File: src/rtl/uart_echo_pkg.sv
// Shared types and constants for the UART echo path.
package uart_echo_pkg;

    typedef enum logic [1:0] {
        IDLE,
        SEND,
        SEND_LF
    } echo_state_e;

    localparam logic [7:0] ASCII_CR = 8'h0D;
    localparam logic [7:0] ASCII_LF = 8'h0A;

    // Occupancy counter width able to hold 0..depth inclusive.
    function automatic int unsigned count_width(input int unsigned depth);
        return $clog2(depth) + 1;
    endfunction

endpackage

File: src/rtl/sync_fifo.sv
// Show-ahead synchronous FIFO; a write into a full FIFO is accepted when a read
// happens in the same cycle.
module sync_fifo
    import uart_echo_pkg::*;
#(
    parameter int unsigned WIDTH = 8,
    parameter int unsigned DEPTH = 16
) (
    input  logic                            CLK,
    input  logic                            rst_n,
    input  logic                            wr_en,
    input  logic [WIDTH-1:0]                wr_data,
    input  logic                            rd_en,
    output logic [WIDTH-1:0]                rd_data,
    output logic                            full,
    output logic                            empty,
    output logic [count_width(DEPTH)-1:0]   count
);

    localparam int unsigned AW = $clog2(DEPTH);
    localparam int unsigned CW = count_width(DEPTH);
    localparam logic [CW-1:0] FULL_CNT = CW'(DEPTH);

    logic [WIDTH-1:0] mem [DEPTH];
    logic [AW-1:0]    wr_ptr;
    logic [AW-1:0]    rd_ptr;
    logic             do_wr;
    logic             do_rd;

    assign full    = (count == FULL_CNT);
    assign empty   = (count == '0);
    assign do_rd   = rd_en & ~empty;
    assign do_wr   = wr_en & (~full | do_rd);
    assign rd_data = mem[rd_ptr];

    always_ff @(posedge CLK) begin
        if (do_wr) begin
            mem[wr_ptr] <= wr_data;
        end
    end

    always_ff @(posedge CLK or negedge rst_n) begin
        if (!rst_n) begin
            wr_ptr <= '0;
            rd_ptr <= '0;
            count  <= '0;
        end else begin
            if (do_wr) begin
                wr_ptr <= wr_ptr + AW'(1);
            end
            if (do_rd) begin
                rd_ptr <= rd_ptr + AW'(1);
            end
            case ({do_wr, do_rd})
                2'b10:   count <= count + CW'(1);
                2'b01:   count <= count - CW'(1);
                default: count <= count;
            endcase
        end
    end

endmodule

File: src/rtl/uart_echo_buffer.sv
// Buffers received bytes for echo with optional CR->CR LF expansion, keeps a
// receive history vector and a sticky overflow flag.
module uart_echo_buffer
    import uart_echo_pkg::*;
#(
    parameter int unsigned DEPTH      = 16,
    parameter int unsigned HIST_BYTES = 4
) (
    input  logic                            CLK,
    input  logic                            rst_n,
    input  logic [7:0]                      rx_data,
    input  logic                            rx_valid,
    input  logic                            echo_en,
    input  logic                            crlf_en,
    output logic [7:0]                      tx_data,
    output logic                            tx_valid,
    input  logic                            tx_ready,
    output logic [HIST_BYTES*8-1:0]         history,
    output logic [count_width(DEPTH)-1:0]   fifo_count,
    output logic                            overflow,
    input  logic                            clr_overflow
);

    echo_state_e state, state_n;
    logic [7:0]  tx_data_n;
    logic        tx_valid_n;
    logic        lf_pend, lf_pend_n;
    logic        pop;
    logic        load;
    logic        hs;
    logic        push;
    logic        drop;
    logic [7:0]  head;
    logic        full;
    logic        empty;

    assign hs   = tx_valid & tx_ready;
    assign push = rx_valid & echo_en & (~full | pop);
    assign drop = rx_valid & echo_en & full & ~pop;

    sync_fifo #(
        .WIDTH (8),
        .DEPTH (DEPTH)
    ) u_fifo (
        .CLK     (CLK),
        .rst_n   (rst_n),
        .wr_en   (push),
        .wr_data (rx_data),
        .rd_en   (pop),
        .rd_data (head),
        .full    (full),
        .empty   (empty),
        .count   (fifo_count)
    );

    generate
        if (HIST_BYTES == 1) begin : g_hist_one
            always_ff @(posedge CLK or negedge rst_n) begin
                if (!rst_n) begin
                    history <= '0;
                end else if (rx_valid) begin
                    history <= rx_data;
                end
            end
        end else begin : g_hist_many
            always_ff @(posedge CLK or negedge rst_n) begin
                if (!rst_n) begin
                    history <= '0;
                end else if (rx_valid) begin
                    history <= {history[HIST_BYTES*8-9:0], rx_data};
                end
            end
        end
    endgenerate

    // A drop in the same cycle as a clear leaves the flag set.
    always_ff @(posedge CLK or negedge rst_n) begin
        if (!rst_n) begin
            overflow <= 1'b0;
        end else if (drop) begin
            overflow <= 1'b1;
        end else if (clr_overflow) begin
            overflow <= 1'b0;
        end
    end

    always_ff @(posedge CLK or negedge rst_n) begin
        if (!rst_n) begin
            state    <= IDLE;
            tx_data  <= '0;
            tx_valid <= 1'b0;
            lf_pend  <= 1'b0;
        end else begin
            state    <= state_n;
            tx_data  <= tx_data_n;
            tx_valid <= tx_valid_n;
            lf_pend  <= lf_pend_n;
        end
    end

    always_comb begin
        state_n    = state;
        tx_data_n  = tx_data;
        tx_valid_n = tx_valid;
        lf_pend_n  = lf_pend;
        load       = 1'b0;
        case (state)
            IDLE: begin
                load = ~empty;
            end
            SEND: begin
                if (hs) begin
                    if (lf_pend) begin
                        tx_data_n = ASCII_LF;
                        lf_pend_n = 1'b0;
                        state_n   = SEND_LF;
                    end else if (!empty) begin
                        load = 1'b1;
                    end else begin
                        tx_valid_n = 1'b0;
                        state_n    = IDLE;
                    end
                end
            end
            SEND_LF: begin
                if (hs) begin
                    if (!empty) begin
                        load = 1'b1;
                    end else begin
                        tx_valid_n = 1'b0;
                        state_n    = IDLE;
                    end
                end
            end
            default: begin
                tx_valid_n = 1'b0;
                lf_pend_n  = 1'b0;
                state_n    = IDLE;
            end
        endcase
        // Loading the head is also the only point at which the FIFO pops.
        if (load) begin
            tx_data_n  = head;
            tx_valid_n = 1'b1;
            lf_pend_n  = (head == ASCII_CR) & crlf_en;
            state_n    = SEND;
        end
        pop = load;
    end

endmodule

File: config.mk
export PLATFORM = sky130hd
export DESIGN_NAME = uart_echo_buffer
export DESIGN_NICKNAME = d
export VERILOG_FILES = /design/src/rtl/uart_echo_pkg.sv /design/src/rtl/sync_fifo.sv /design/src/rtl/uart_echo_buffer.sv
export SDC_FILE = /design/constraint.sdc
export NUM_CORES = 1
export LEC_CHECK = 0
export ABC_AREA = 1
export ABC_CLOCK_PERIOD_IN_PS = 4800
export BUFFER_PORTS_ARGS = -buffer_cell sky130_fd_sc_hd__buf_2
export CELL_PAD_IN_SITES_DETAIL_PLACEMENT = 0
export CELL_PAD_IN_SITES_GLOBAL_PLACEMENT = 2
export CORE_MARGIN = 2
export CORE_UTILIZATION = 43
export DETAILED_ROUTE_END_ITERATION = 7
export PLACE_DENSITY_LB_ADDON = 0.1
export SLEW_MARGIN = 20
export SYNTH_ARGS = -nofsm -noshare
export SYNTH_HDL_FRONTEND = slang
export SYNTH_HIERARCHICAL = 1
export SYNTH_SLANG_ARGS = --single-unit
File: constraint.sdc
create_clock -name CLK -period 4.8 [get_ports CLK]
set_clock_uncertainty 0.15 [all_clocks]
set_input_delay 0.24 -clock CLK [delete_from_list [all_inputs] [get_ports CLK]]
set_output_delay 0.24 -clock CLK [all_outputs]
set_load 0.005 [all_outputs]
==> summary.txt, run 1 <==
Outcome
  • Result of the run: complete, no violations

Floorplanning
  • X dimension of the die: 139.4 um
  • Chip Height: ~140 um
  • Die area: between 15000 and 20000 um2
  • # rows: 49
  • Core region area: between 15000 and 20000 um2
  • Initial Utilization: 43.86%
  • Count of boundary I/O pins: a little over 60

Logic synthesis
  • Async S/R FF share, synth: between 30% and 40%
  • Portion of synthesized cell area occupied by the leading cell type: 48.79%
  • Fraction of the mapped netlist area in compound gates: about 11%
  • Post-synthesis average cell area: ~11 um2
  • Simple-Gate Fraction of Synth Area: 12.59%
  • Syn. warnings: 6
  • Cell with the most instances after synthesis: sky130_fd_sc_hd__edfxtp_1
  • Gate count after technology mapping: 696
  • Multiplexer share of the synthesized area: less than 1%
  • Synth top area cells: sky130_fd_sc_hd__edfxtp_1 (49%), sky130_fd_sc_hd__dfrtp_1 (18%), sky130_fd_sc_hd__nor2_1 (5.8%)
  • Most common flop cell mapped by yosys: sky130_fd_sc_hd__edfxtp_1
  • Post-synth top area cell: sky130_fd_sc_hd__edfxtp_1
  • Sequential-to-total area share from yosys stat: about two thirds
  • Synthesized Nets: 724
  • Combined area of all synthesized cells: around 7900 um2
  • Most common library cells after synthesis: sky130_fd_sc_hd__edfxtp_1 (128), sky130_fd_sc_hd__nor2_1 (122), sky130_fd_sc_hd__nand2_1 (74)
  • Parity-gate share of the synthesized area counting xor and xnor cells: under 10%
  • Number of synthesized flops with an enable pin: between 100 and 150
  • Combinational family with the most area after synthesis: simple AND/OR/NAND/NOR gates
  • Adder-cell share of the synthesized area: 2.160%
  • Post-synthesis register bit count: about 190
  • Distinct cell type count after synthesis: 37

STA
  • Setup TNS: 0 ns
  • Number of hold violations in the final report: 0
  • Setup violators final: 0
  • Transition time of the tightest slew-check pin: around 0.95 ns
  • Number of max-slew violations in the final report: 0
  • Unrepaired setup endpoints after global routing: no
  • Period Utilization, post-route: between 70 and 80%
  • Remaining max-slew budget at the tightest pin: a little under two fifths
  • Min Tclk post-route: roughly 3.4 ns
  • Smallest hold slack: roughly 0.095 ns
  • Achievable Freq: 295.9 MHz

Setup path
  • Crit end category: flip-flop
  • CP max stage cell: sky130_fd_sc_hd__dfrtp_1
  • Largest fanout on the critical path: 11
  • Buffering stage count on the worst path with inverters included: 5
  • Required time worst endpoint: approximately 5 ns
  • Delay of the slowest cell on the worst path: about 0.47 ns
  • Critical-path cell list: nor2_4 > nand3_2 > inv_1 > nor2_1 > nand2_1 > a21oi_1 > inv_1 > nand3_1 > inv_1 > ha_1 > inv_1 > o21ai_0 > a21o_1 > nand2_1 > nand2_1 > nand2_1 > nand2_1 > inv_1
  • Critical path type: flip-flop to flip-flop
  • CP startpoint kind: flip-flop
  • Endpoint arrival time on the critical path: about 3.6 ns
  • Crit path max-delay family: simple AND/OR/NAND/NOR gates

Clock tree
  • CTS tree: built
  • Skew-Pair Late Insertion Delay: approximately 0.42 ns
  • Number of buffers added by the clock tree synthesis step: 17
  • Hold-fix buffer count after cts: 4
  • Setup fix buffers added after clock tree synthesis: 0
  • Number of levels the H-tree was split into: 4
  • CTS clk-pin slew, worst paths: approximately 0.07 ns
  • Number of buffers between clock root and the deepest sink: 2
  • Clock Tree Root: sky130_fd_sc_hd__clkbuf_16
  • Cells resized by post-CTS repair: 0
  • Clock sink count: between 150 and 200

Cells and area
  • Number of inserted filler cells in the final layout: around 1600
  • Combined area of the multi-input logic cells: 2163 um2
  • Sequential standard cell area: 5296 um2
  • Number of nets in the finished design: a little under 800
  • Antenna diode instance count: 0
  • Layout cells sized above 1: around 15%
  • Area growth from synthesis to layout: 14.10%

GRT
  • First-pass GRT wire length: between 20000 and 30000 um
  • Total congestion overflow after global routing: 0
  • Number of global-route vias before repair: 5220
  • Pin count of the biggest net entering global routing: 71
  • Number of antenna violations at the first check in global routing: 0
  • All-Layer GR Usage: 19.10%

Pwr
  • Leakage power: about 3.6 nW
  • Worst supply voltage drop on vdd: between 0.4 and 0.5 mV
  • Total power divided by cell area: slightly below 600 nW/um2

Placement
  • Total of buffers placed on input and output ports: between 60 and 70
  • Weighted congestion reported at the end of routability-driven placement: 0.8241
  • Dpl hpwl: 11730 um

Detailed routing
  • Drt wl/cell: ~18 um
  • Remaining routing DRC violations: 0
  • DRT antenna net count: 0
  • Vias: 5175
  • Total routed wirelength: 17940 um
  • Initial drt markers: 339
  • Vias per std cell: 5.206
  • Number of iterations in the first detailed-routing pass: 4

Job
  • Maximum Capacitance Violations: 0

Min path
  • Hold crit path type: input port to flip-flop
-- cell type report --
cell class	instances	share of cell area, %
clock buffers	19	4.927
well taps	229	3.187
inverters	60	2.533
clock inverters	13	2.116
repair buffers	70	4.259
flip-flops and latches	186	58.91
multi-input cells	417	24.06
-- routing by layer --
metal,wire length [um],track usage (%),vias up
li1,-,-,2506
met1,8177,25.26,2568
met2,9050,32.71,97
met3,643,3.716,4
met4,72,4.625,0
met5,0,0,-
-- cells in the final DEF, fill, tap and decap left out, types with 4 or more instances in the layout --
master	instances
sky130_fd_sc_hd__a21oi_1	25
sky130_fd_sc_hd__buf_2	61
sky130_fd_sc_hd__buf_4	5
sky130_fd_sc_hd__bufinv_16	4
sky130_fd_sc_hd__clkbuf_16	17
sky130_fd_sc_hd__dfrtp_1	57
sky130_fd_sc_hd__dlygate4sd3_1	4
sky130_fd_sc_hd__edfxtp_1	128
sky130_fd_sc_hd__ha_1	12
sky130_fd_sc_hd__inv_1	53
sky130_fd_sc_hd__inv_2	5
sky130_fd_sc_hd__nand2_1	74
sky130_fd_sc_hd__nand3_1	27
sky130_fd_sc_hd__nor2_1	122
sky130_fd_sc_hd__o211ai_1	34
sky130_fd_sc_hd__o21ai_0	72
sky130_fd_sc_hd__o21ai_1	21
sky130_fd_sc_hd__xor2_1	7
-- cells by family (layout without fill, tap and decap cells) --
group | Yosys count | in the layout
mux | 2 | 2
flops | 186 | 186
buf+inv | 93 | 162
xor+xnor | 9 | 9
simple gates | 237 | 237
compound gates | 156 | 156
fa+ha+maj | 13 | 13
-- sequential cells by signal, summed over array words and instances, names as in the netlist --
name and count:
overflow 1, u_fifo/wr_ptr 4, history 32, u_fifo/rd_ptr 4, u_fifo/count 5, lf_pend 1, tx_valid 1, tx_data 8
u_fifo/mem 128, state 2
-- metrics by stage --
stage	setup WS, ns	util [%]	cells	total power [mW]	cell area (um2)
detailed placement	1.448	46.30	958	3.896	8317
finish	1.420	50.05	994	5.347	8990
global placement	1.579	46.30	958	3.884	8317
floorplan	1.938	-	696	3.368	7879
global route	1.144	50.05	994	5.697	8990
CTS	1.427	50.05	994	5.410	8990
-- final timing paths --
| kind | start | to | slack [ns] | depth (start not counted) |
|---|---|---|---|---|
| setup / recovery | u_fifo/count[0]$_DFFE_PN0P_ | u_fifo/count[4]$_DFFE_PN0P_ | 1.42 | 18 |
| hold / removal | rx_data[1] | u_fifo/mem[4][1]$_DFFE_PP_ | 0.1 | 1 |
| setup reg to reg | u_fifo/count[0]$_DFFE_PN0P_ | u_fifo/count[4]$_DFFE_PN0P_ | 1.42 | 18 |
| hold reg to reg | history[31]$_DFFE_PN0P_ | history[31]$_DFFE_PN0P_ | 0.36 | 1 |
| max in group asynchronous | rst_n | u_fifo/rd_ptr[0]$_DFFE_PN0N_ | 3.64 | 3 |
| min in group asynchronous | rst_n | tx_data[5]$_DFFE_PN0P_ | 0.35 | 3 |
-- report_power, final --
part | switching [mW] | total (mW) | internal, mW
Combinational | 1.18 | 1.76 | 0.579
Clock | 0.597 | 1.49 | 0.894
Sequential | 0.190 | 2.10 | 1.91
No activity file was read; power rests on OpenSTA's default activity.
==> run 2, diff against run 1 <==
--- a/config.mk
+++ b/config.mk
@@ -6,12 +6,12 @@
 export NUM_CORES = 1
 export LEC_CHECK = 0
 export ABC_AREA = 1
-export ABC_CLOCK_PERIOD_IN_PS = 4800
+export ABC_CLOCK_PERIOD_IN_PS = 3300
 export BUFFER_PORTS_ARGS = -buffer_cell sky130_fd_sc_hd__buf_2
 export CELL_PAD_IN_SITES_DETAIL_PLACEMENT = 0
 export CELL_PAD_IN_SITES_GLOBAL_PLACEMENT = 2
 export CORE_MARGIN = 2
-export CORE_UTILIZATION = 43
+export CORE_UTILIZATION = 40
 export DETAILED_ROUTE_END_ITERATION = 7
 export PLACE_DENSITY_LB_ADDON = 0.1
 export SLEW_MARGIN = 20
==> constraint.sdc (replaced) <==
create_clock -name CLK -period 3.3 [get_ports CLK]
set_clock_uncertainty 0.15 [all_clocks]
set_input_delay 0.165 -clock CLK [delete_from_list [all_inputs] [get_ports CLK]]
set_output_delay 0.165 -clock CLK [all_outputs]
set_load 0.005 [all_outputs]
==> run 2 against run 1 <==
Utilization shrank 3.1 points. Global-route usage down 0.32 points. Via count rose by 0.43%. Fmax is 13% higher. Routed wire length up 0.97%. Sequential cell count unchanged. Non-clock buffer count up 10. Critical path depth fell by 6. Clock power is 36% higher. Count of clock-buffer cells in the layout did not move. First-iteration DRC count grew 42%. Register-to-register slack worse by 1.1 ns.
==> summary.txt, run 2 (synthesis gave the netlist of run 1 again) <==
Outcome
  • Result of the run: complete, no violations

Floorplanning
  • Die area: 20840 um2 (+7.3%)
  • # rows: 51 (+4.1%)
  • Chip Height: 144.3 um (+3.6%)
  • X dimension of the die: 144.3 um (+3.6%)
  • Initial Utilization: 40.62% (-3.2 points)
  • Core region area: 19400 um2 (+8.0%)
  • Count of boundary I/O pins: 62 (unchanged)

Detailed routing
  • Total routed wirelength: 18120 um (+0.97%)
  • DRT antenna net count: 0 (unchanged)
  • Number of iterations in the first detailed-routing pass: 5 (+1)
  • Drt wl/cell: 17.42 um (-3.5%)
  • Initial drt markers: 481 (+42%)
  • Remaining routing DRC violations: 0 (unchanged)
  • Vias: 5197 (+0.43%)
  • Vias per std cell: 4.997 (-4.0%)

GRT
  • GRT met1 Usage: 26.19% (+0.93 points)
  • Number of antenna violations at the first check in global routing: 0 (unchanged)
  • All-Layer GR Usage: 18.77% (-0.32 points)
  • Total congestion overflow after global routing: 0 (unchanged)
  • First-pass GRT wire length: 28990 um (+2.3%)
  • Busiest layer in global routing: met2
  • Pin count of the biggest net entering global routing: 63 (-11%)
  • Global routing met2 resource utilization: 30.71% (-2.0 points)
  • Number of global-route vias before repair: 5219 (-0.019%)
  • Met3 Track Usage GR: 3.444% (-0.27 points)

Cells and area
  • Layout cells sized above 1: 16.77% (+1.3 points)
  • Leading registers by flop count: u_fifo/mem x128, history x32, tx_data x8
  • Antenna diode instance count: 0 (unchanged)
  • Leading cell type in the layout, fill and taps excluded: sky130_fd_sc_hd__edfxtp_1
  • Final cell utilization of the core: 46.91% (-3.1 points)
  • Area growth from synthesis to layout: 15.50%
  • Layout Cell Area excl Fill: 9100 um2 (+1.2%)
  • Flip-flop count of the largest register after layout: 128 (unchanged)
  • Top register by number of flip-flops: u_fifo/mem
  • Commonest cells after routing, fill and taps aside: sky130_fd_sc_hd__edfxtp_1 (128), sky130_fd_sc_hd__nor2_1 (122), sky130_fd_sc_hd__nand2_1 (74)
  • Number of nets in the finished design: 790 (+1.3%)

Clock tree
  • Number of levels the H-tree was split into: 4 (unchanged)
  • Skew-Pair Late Insertion Delay: 0.43 ns (about the same)
  • Number of buffers between clock root and the deepest sink: 2 (unchanged)
  • Clock Tree Root: sky130_fd_sc_hd__clkbuf_16
  • CTS clk-pin slew, worst paths: 0.07 ns (about the same)
  • CTS tree: built
  • Number of buffers added by the clock tree synthesis step: 17 (unchanged)
  • Setup fix buffers added after clock tree synthesis: 0 (unchanged)
  • Clock sink count: 186 (unchanged)

Setup path
  • Endpoint arrival time on the critical path: 2.90 ns (-0.65 ns)
  • Largest fanout on the critical path: 10 (-1)
  • Critical-path cell list: nor2_4 > nand3_2 > inv_1 > nor2_1 > nand2_1 > buf_4 > inv_2 > o21ai_4 > inv_2 > nand2_1 > buf_4 > nor2_1
  • Delay of the slowest cell on the worst path: 0.65 ns (+0.18 ns)
  • Crit path max-delay family: simple AND/OR/NAND/NOR gates
  • Critical path type: flip-flop to flip-flop
  • Required time worst endpoint: 3.21 ns (-1.76 ns)
  • CP max stage cell: sky130_fd_sc_hd__nor2_1
  • Crit end category: flip-flop
  • Buffering stage count on the worst path with inverters included: 5 (unchanged)
  • CP startpoint kind: flip-flop

Placement
  • Dpl hpwl: 11960 um (+2.0%)
  • Weighted congestion reported at the end of routability-driven placement: 0.7908 (-4.0%)
  • Total cell area at the placement stage: 8442 um2 (+1.5%)
  • Pre-CTS worst setup slack: 0.2443 ns (-1.203 ns)
  • Total of buffers placed on input and output ports: 61 (unchanged)

STA
  • Setup violators final: 0 (unchanged)
  • Number of max-slew violations in the final report: 0 (unchanged)
  • Period Utilization, post-route: 90.69% (+20 points)
  • Achievable Freq: 334.2 MHz (+13%)
  • Number of hold violations in the final report: 0 (unchanged)
  • Min setup slack post-route: 0.3074 ns (-1.113 ns)
  • Setup TNS: 0 ns (unchanged)
  • Min Tclk post-route: 2.993 ns (-0.3870 ns)
  • Unrepaired setup endpoints after global routing: no
  • Smallest hold slack: 0.009064 ns (-0.08619 ns)
  • Remaining max-slew budget at the tightest pin: 32.04% (-4.7 points)
  • Transition time of the tightest slew-check pin: 1.016 ns (+0.06732 ns)

Pwr
  • Leakage power: 3.595 nW (+1.0%)
  • Relative contribution of the clock network to total power: 26.4% (-1.5 points)
  • Sequential Power Share: 38.9% (-0.4 points)
  • Switching power share of the total: 37.89% (+1.2 points)
  • Sw Pwr: 2.919 mW (+49%)
  • Pint: 4.785 mW (+41%)
  • Total power divided by cell area: 846.6 nW/um2 (+42%)
  • Worst supply voltage drop on vdd: 0.4449 mV (+4.1%)
  • Relative contribution of combinational cells to total power: 34.8% (+2.0 points)

Job
  • Maximum Capacitance Violations: 0 (unchanged)

Min path
  • Hold crit path type: input port to flip-flop
## run 2: final timing paths
kind | endpoint | slack [ns] | depth (start not counted) | startpoint
worst max-delay path | u_fifo/mem[5][3]$_DFFE_PP_ | 0.31 | 12 | u_fifo/count[1]$_DFFE_PN0P_
worst min-delay path | u_fifo/mem[13][0]$_DFFE_PP_ | 0.009 | 1 | rx_data[0]
worst max register to register | u_fifo/mem[5][3]$_DFFE_PP_ | 0.31 | 12 | u_fifo/count[1]$_DFFE_PN0P_
worst min register to register | history[15]$_DFFE_PN0P_ | 0.35 | 2 | history[7]$_DFFE_PN0P_
max in group asynchronous | history[27]$_DFFE_PN0P_ | 2.30 | 3 | rst_n
min in group asynchronous | state[0]$_DFFE_PN0P_ | 0.13 | 2 | rst_n
## run 2: power by group through the flow
stage | clock [mW] | combinational, mW | sequential, mW
global route | 2.17 | 3.06 | 3.04
floorplan | 0 | 1.91 | 2.98
finish | 2.03 | 2.68 | 2.99
CTS | 2.08 | 2.69 | 3.00
detailed placement | 0 | 2.67 | 3.04
global placement | 0 | 2.68 | 3.04
## run 2: metrics by stage
stage,cells,power [mW]
6_report,1040,7.704
3_5_place_dp,1003,5.716
2_1_floorplan,696,4.899
4_1_cts,1040,7.767
3_3_place_gp,1003,5.717
5_1_grt,1040,8.272
## run 2: metal layers
layer / routed length [um] / vias up
met5: 0 / -
met4: 211 / 0
met3: 790 / 16
met2: 8783 / 114
met1: 8331 / 2535
li1: - / 2532
## run 2: final cells by class
type	count	area, um2
repair buffers	80	475.5
inverters	60	227.7
flip-flops and latches	186	5296
clock inverters	13	121.4
clock buffers	19	475.5
well taps	265	331.6
fillers	1863	10300
multi-input cells	417	2172
## run 2: worst reg2reg max path: cells and delay by family (launching register included)
family | cells | cell delay [ns]
simple gates | 6 | 1.23
flops | 1 | 0.46
buf+inv | 5 | 0.67
compound gates | 1 | 0.10
## run 2: repair_timing
item                                    4_1_cts  5_1_grt
hold buffers                                  5        0
resized for setup                             0        3
endpoints found under the setup margin        0        9
endpoints found under the hold margin        59        0
